<file path="config.mk">
export PLATFORM = sky130hd
export DESIGN_NAME = imc_program_sequencer
export DESIGN_NICKNAME = d
export VERILOG_FILES = /design/src/rtl/imc_program_sequencer.sv
export SDC_FILE = /design/constraint.sdc
export NUM_CORES = 1
export LEC_CHECK = 0
export ABC_CLOCK_PERIOD_IN_PS = 2700
export BUFFER_PORTS_ARGS = -buffer_cell sky130_fd_sc_hd__buf_2
export CORE_MARGIN = 4
export CORE_UTILIZATION = 25
export DETAILED_ROUTE_END_ITERATION = 7
export GPL_ROUTABILITY_DRIVEN = 0
export PLACE_DENSITY = 0.55
export SLEW_MARGIN = 20
export SYNTH_ARGS = -nofsm -noshare
export SYNTH_HDL_FRONTEND = slang
export SYNTH_SLANG_ARGS = --single-unit
</file>
<file path="constraint.sdc">
create_clock -name clk -period 2.7 [get_ports clk]
set_input_delay 0.405 -clock clk [delete_from_list [all_inputs] [get_ports clk]]
set_output_delay 0.405 -clock clk [all_outputs]
set_load 0.02 [all_outputs]
</file>
<file path="src/rtl/imc_program_sequencer.sv">
// Program sequencer for the SRAM in-memory-compute array: fetches instructions,
// decodes WRITE/READ/IMC/NOP/END and holds the array strobes for a per-op cycle count.
`timescale 1ns/1ps
module imc_program_sequencer #(
  parameter int PC_W       = 6,
  parameter int WR_CYCLES  = 2,
  parameter int RD_CYCLES  = 2,
  parameter int IMC_CYCLES = 4
) (
  input  logic            clk,
  input  logic            reset,
  input  logic            start,
  output logic [PC_W-1:0] imem_addr,
  output logic            imem_rd_en,
  input  logic [31:0]     imem_data,
  input  logic            imem_valid,
  output logic [3:0]      address_input,
  output logic            en_dec,
  output logic            mem_en,
  output logic            imc_en,
  output logic            rw,
  output logic            Input_buffer_rd_en,
  output logic            Weight_buffer_rd_en,
  output logic            sram_data_rd_enable,
  output logic            busy,
  output logic            done,
  output logic            err_illegal,
  output logic [PC_W-1:0] pc
);

  localparam int CNT_MAX = (WR_CYCLES > RD_CYCLES)
                         ? ((WR_CYCLES > IMC_CYCLES) ? WR_CYCLES : IMC_CYCLES)
                         : ((RD_CYCLES > IMC_CYCLES) ? RD_CYCLES : IMC_CYCLES);
  localparam int CNT_W = $clog2(CNT_MAX + 1);

  localparam logic [CNT_W-1:0] WR_LOAD  = CNT_W'(WR_CYCLES - 1);
  localparam logic [CNT_W-1:0] RD_LOAD  = CNT_W'(RD_CYCLES - 1);
  localparam logic [CNT_W-1:0] IMC_LOAD = CNT_W'(IMC_CYCLES - 1);

  localparam logic [2:0] OP_WRITE = 3'b000;
  localparam logic [2:0] OP_READ  = 3'b001;
  localparam logic [2:0] OP_IMC   = 3'b010;
  localparam logic [2:0] OP_NOP0  = 3'b011;
  localparam logic [2:0] OP_END   = 3'b100;
  localparam logic [2:0] OP_NOP1  = 3'b111;

  typedef enum logic [2:0] {
    S_IDLE, S_FETCH, S_WAIT_I, S_EXEC, S_DONE, S_ERR
  } state_t;

  typedef struct packed {
    logic [3:0] addr;
    logic       en_dec;
    logic       mem_en;
    logic       imc_en;
    logic       rw;
    logic       ibuf;
    logic       wbuf;
    logic       sram_rd;
  } strb_t;

  localparam strb_t STRB_IDLE = '{addr: 4'd0, en_dec: 1'b0, mem_en: 1'b0, imc_en: 1'b0,
                                  rw: 1'b1, ibuf: 1'b0, wbuf: 1'b0, sram_rd: 1'b0};

  // Strobe pattern seen by the array for a given (state, instruction) pair.
  function automatic strb_t decode_strobes(input state_t st, input logic [2:0] op,
                                           input logic [3:0] row);
    strb_t s;
    s = STRB_IDLE;
    if (st == S_EXEC) begin
      case (op)
        OP_WRITE: begin
          s.rw = 1'b0; s.mem_en = 1'b1; s.en_dec = 1'b1; s.wbuf = 1'b1; s.addr = row;
        end
        OP_READ: begin
          s.mem_en = 1'b1; s.en_dec = 1'b1; s.sram_rd = 1'b1; s.addr = row;
        end
        OP_IMC: begin
          s.imc_en = 1'b1; s.ibuf = 1'b1;
        end
        default: ;
      endcase
    end
    return s;
  endfunction

  state_t           r_state;
  logic [PC_W-1:0]  r_pc;
  logic [CNT_W-1:0] r_cnt;
  logic [2:0]       r_op;
  logic [3:0]       r_row;
  logic             r_err;
  strb_t            r_strb;
  logic             r_rd_en;
  logic             r_busy;
  logic             r_done;

  state_t           w_state_nxt;
  logic [PC_W-1:0]  w_pc_nxt;
  logic [CNT_W-1:0] w_cnt_nxt;
  logic [2:0]       w_op_nxt;
  logic [3:0]       w_row_nxt;
  logic             w_err_nxt;
  logic             w_advance;
  logic             w_unused_imem;

  // Only the opcode and row fields of the instruction word carry meaning.
  assign w_unused_imem = ^imem_data[28:4];

  always_comb begin
    w_state_nxt = r_state;
    w_pc_nxt    = r_pc;
    w_cnt_nxt   = r_cnt;
    w_op_nxt    = r_op;
    w_row_nxt   = r_row;
    w_err_nxt   = r_err;
    w_advance   = 1'b0;
    case (r_state)
      S_IDLE: begin
        if (start) begin
          w_pc_nxt    = '0;
          w_err_nxt   = 1'b0;
          w_state_nxt = S_FETCH;
        end
      end
      S_FETCH: w_state_nxt = S_WAIT_I;
      S_WAIT_I: begin
        if (imem_valid) begin
          w_op_nxt  = imem_data[31:29];
          w_row_nxt = imem_data[3:0];
          case (imem_data[31:29])
            OP_WRITE: begin w_cnt_nxt = WR_LOAD;  w_state_nxt = S_EXEC; end
            OP_READ:  begin w_cnt_nxt = RD_LOAD;  w_state_nxt = S_EXEC; end
            OP_IMC:   begin w_cnt_nxt = IMC_LOAD; w_state_nxt = S_EXEC; end
            OP_NOP0, OP_NOP1: w_advance = 1'b1;
            OP_END:   w_state_nxt = S_DONE;
            default: begin
              w_err_nxt   = 1'b1;
              w_state_nxt = S_ERR;
            end
          endcase
        end
      end
      S_EXEC: begin
        if (r_cnt == '0) w_advance = 1'b1;
        else             w_cnt_nxt = r_cnt - CNT_W'(1);
      end
      S_DONE:  w_state_nxt = S_IDLE;
      S_ERR:   w_state_nxt = S_IDLE;
      default: w_state_nxt = S_IDLE;
    endcase
    // The last address ends the run rather than wrapping to 0.
    if (w_advance) begin
      if (&r_pc) begin
        w_state_nxt = S_DONE;
      end else begin
        w_pc_nxt    = r_pc + PC_W'(1);
        w_state_nxt = S_FETCH;
      end
    end
  end

  always_ff @(posedge clk) begin
    if (!reset) begin
      r_state <= S_IDLE;
      r_pc    <= '0;
      r_cnt   <= '0;
      r_op    <= '0;
      r_row   <= '0;
      r_err   <= 1'b0;
      r_strb  <= STRB_IDLE;
      r_rd_en <= 1'b0;
      r_busy  <= 1'b0;
      r_done  <= 1'b0;
    end else begin
      r_state <= w_state_nxt;
      r_pc    <= w_pc_nxt;
      r_cnt   <= w_cnt_nxt;
      r_op    <= w_op_nxt;
      r_row   <= w_row_nxt;
      r_err   <= w_err_nxt;
      r_strb  <= decode_strobes(w_state_nxt, w_op_nxt, w_row_nxt);
      r_rd_en <= (w_state_nxt == S_FETCH);
      r_busy  <= (w_state_nxt != S_IDLE);
      r_done  <= (w_state_nxt == S_DONE);
    end
  end

  assign imem_addr           = r_pc;
  assign pc                  = r_pc;
  assign imem_rd_en          = r_rd_en;
  assign address_input       = r_strb.addr;
  assign en_dec              = r_strb.en_dec;
  assign mem_en              = r_strb.mem_en;
  assign imc_en              = r_strb.imc_en;
  assign rw                  = r_strb.rw;
  assign Input_buffer_rd_en  = r_strb.ibuf;
  assign Weight_buffer_rd_en = r_strb.wbuf;
  assign sram_data_rd_enable = r_strb.sram_rd;
  assign busy                = r_busy;
  assign done                = r_done;
  assign err_illegal         = r_err;

endmodule

</file>
==> impl_metrics.csv <==
group,metric,value,unit
sta,finalSetupViolCount,0,
logic_synthesis,synth_nets,224,
floorplanning,design.die.area,7570,um2
finish,final_util,0.309,
setup_path,start_kind,"register",
logic_synthesis,postSynthRegisterBits,32,
routing,firstDrtPassIters,4,
logic_synthesis,synth_top_area_share,0.410,
setup_path,crit_fanout,7,
global_routing,grt_pass1_wl,5530,um
routing,vias,1314,
setup_path,ff2ff_path_depth,8,
placement,post-place-cells,278,
placement,hpwl,2580,um
routing,vias_per_cell,4.59,
setup_path,cpMostUsedCell,"ha_1",
sta,hold_viol_final,0,
status,status,"completed",
hold_path,holdPathStages,3,
setup_path,critPathCaptureType,"register",
global_routing,grt_overflow,0,
logic_synthesis,syn_area,1560,um2
sta,fin_crit_sh,0.832,
sta,finalMaxSlewViolations,0,
power_and_ir_drop,powerDensity,619,nW/um2
setup_path,crit_chain,"inv_1 -> ha_1 -> ha_1 -> and2_2 -> o21ai_0 -> o2111ai_1 -> buf_4 -> or3_1",
global_routing,track_usage,0.0922,
cts,post_cts_buffers,0,
setup_path,cpPeakStageDelay,0.36,ns
sta,relSlewSlack,0.610,
global_routing,antenna_found_initial,0,
setup_path,critPathTopFamily,"simple AND/OR/NAND/NOR gates",
hold_path,worstHoldEndpoint,"r_row[3]",
logic_synthesis,synth.avg_cell_area,8.63,um2
logic_synthesis,synth_top_area_cell,"dfxtp_1",
setup_path,r2r_start,"r_cnt[0]",
sta,min_period,2.25,ns
setup_path,critPathArrivalTime,2.41,ns
power_and_ir_drop,leakage,0.798,nW
placement,post_dp_cell_area,1740,um2
floorplanning,io_pins,63,
cts,clk_latency,0.28,ns
hold_path,min-delay-path-class,"in2reg",
power_and_ir_drop,total_power,0.00115,W
cts,ctsLongestPathBuffers,2,
sta,finalSetupTns,0,ns
routing,final_antenna_net_count,0,
placement,portBuffers,37,
cts,htree_levels,2,
cts,root_buffer,"clkbuf_8",
setup_path,r2r_slack,0.45,ns
sta,fin_worst_skew,0.00619,ns
flow_run,cap_viol_max_count,0,
finish,nets,253,
cts,cts_resized,0,
floorplanning,initial_utilization,0.261,
logic_synthesis,synth_flop_cell,"dfxtp_1",
finish,areaGrowthSynthToFinish,18.5,%
sta,grt_setup_unrepaired,"no",
cts,clk_pin_slew,0.07,ns
cts,cts_sinks,32,
floorplanning,core.rowCount,28,
logic_synthesis,ys_types,42,
setup_path,crit_type,"reg2reg",
sta,worst_slew_pin_slew,0.585,ns
finish,instances_no_fill,286,
logic_synthesis,synth_edf_count,0,
finish,num_antenna_cells,0,
logic_synthesis,yosys_warnings,0,
logic_synthesis,syn_inst,181,
finish,finish.instance_area,1850,um2
sta,max_freq,445,MHz
finish,post_route_cells_drive_above_1_share,0.242,
power_and_ir_drop,ir_drop,259,uV
cts,cts_hold_buf,0,
routing,totalWireLength,3370,um
logic_synthesis,synth_area_leaders,"dfxtp_1 41%, ha_1 5.6%, buf_4 4.8%",
cts,cts_tree,"done",
floorplanning,core-area,5990,um2
global_routing,grt_pass1_vias,1233,
setup_path,r2r_end,"rw",
cts,cts_buffers,5,
setup_path,crit_slowest_cell,"or3_1",
routing,drt_iter0_markers,97,
global_routing,grt_max_degree,17,
floorplanning,die_height,87.0,um
logic_synthesis,synthArstFlopShare,0,
setup_path,cp.required,2.86,ns
hold_path,worstHoldStart,"imem_data[3]",
floorplanning,die_x,87.0,um
routing,remaining_drc_errors,0,
setup_path,path_buf_inv,2,
logic_synthesis,seq_area_frac_synth,0.410,
routing,route.detailed.wl_per_inst,11.8,um
==> through the flow <==
stage               hold WS (ns)  worst slack [ns]
floorplan                  0.432             0.871
global placement           0.440             0.463
global route               0.372             0.332
CTS                        0.375             0.438
finish                     0.384             0.453
detailed placement         0.449             0.445
==> kinds of logic (layout without fill, tap and decap cells) <==
group           after synthesis  count (layout)  share of synthesized area
compound gates               37              37                      0.154
mux                           2               2                     0.0208
simple gates                 76              76                      0.260
fa+ha+maj                     7               7                     0.0561
buf+inv                      26              56                     0.0937
xor+xnor                      1               1                    0.00561
flops                        32              32                      0.410
==> sequential cells by signal, indices dropped and copies added, names as in the netlist <==
name / cells
rw: 1
address_input: 4
r_row: 4
r_state: 3
Input_buffer_rd_en: 1
r_op: 3
done: 1
imem_addr: 6
Weight_buffer_rd_en: 1
busy: 1
en_dec: 1
r_cnt: 3
imem_rd_en: 1
sram_data_rd_enable: 1
err_illegal: 1
==> routing by layer <==
layer  share of wire  wire length, um  track usage
met5               0                0            0
met4          0.0051               17       0.0227
met3           0.056              187       0.0303
met2            0.46             1560        0.155
met1            0.47             1600        0.114
==> layout by cell type (no fill, tap or decap), types with 2 or more instances in the layout <==
cell | synthesis | routed
and2_1 | 2 | 2
a21oi_1 | 12 | 12
nand2_1 | 18 | 18
o221ai_1 | 2 | 2
or3_1 | 4 | 4
o21ai_0 | 10 | 10
clkbuf_8 | 0 | 5
nor4_1 | 2 | 2
dfxtp_1 | 32 | 32
o211ai_1 | 2 | 2
nand3_1 | 4 | 4
ha_1 | 7 | 7
nor3_1 | 10 | 10
nand3b_1 | 3 | 3
inv_1 | 9 | 9
a31oi_1 | 4 | 4
nand2b_1 | 2 | 2
nor3b_1 | 2 | 2
and2_2 | 2 | 2
and3_1 | 5 | 5
buf_2 | 3 | 37
nor2_1 | 14 | 14
buf_4 | 10 | 2
==> cell type report <==
type,instances,area [um2]
clock inverters,2,35.0
fillers,638,4140
flip-flops and latches,32,641
clock buffers,6,72.6
inverters,9,33.8
repair buffers,39,200
multi-input cells,123,774
well taps,75,93.8
==> power by group <==
group | total (W) | switching (W) | internal (W)
sequential | 0.000512 | 0.0000172 | 0.000495
combinational | 0.000189 | 0.000121 | 0.0000682
clock | 0.000445 | 0.000171 | 0.000274
total | 0.00115 | 0.000309 | 0.000837
==> synth_stat cells, drive strengths merged, types with 2 or more instances <==
| cell type | number |
|---|---|
| dfxtp | 32 |
| o211ai | 3 |
| o221ai | 2 |
| ha | 7 |
| a31oi | 4 |
| nor2 | 14 |
| nor3 | 10 |
| or3 | 4 |
| nand3b | 3 |
| mux2i | 2 |
| nand2b | 2 |
| buf | 14 |
| a21oi | 13 |
| nand2 | 18 |
| nor4 | 2 |
| inv | 9 |
| nand3 | 4 |
| and2 | 4 |
| and3 | 5 |
| nor3b | 2 |
| o21ai | 10 |
| clkbuf | 3 |
==> worst max-delay path by stage <==
| stage | startpoint | end | slack [ns] | cells after the start |
|---|---|---|---|---|
| 2_1_floorplan | r_cnt[0] | rw | 0.87 | 8 |
| 3_3_place_gp | imem_data[30] | rw | 0.46 | 7 |
| 3_5_place_dp | r_cnt[0] | rw | 0.44 | 8 |
| 4_1_cts | r_cnt[0] | rw | 0.44 | 8 |
| 5_1_grt | r_cnt[0] | rw | 0.33 | 8 |
| 6_report | r_cnt[0] | rw | 0.45 | 8 |
==> worst register-to-register path, delay by kind of cell (launching register included) <==
family	cells	cell delay [ns]
buf+inv	2	0.34
simple gates	2	0.58
compound gates	2	0.48
flops	1	0.33
fa+ha+maj	2	0.41
Note: power is estimated with default switching activity, not from simulation.
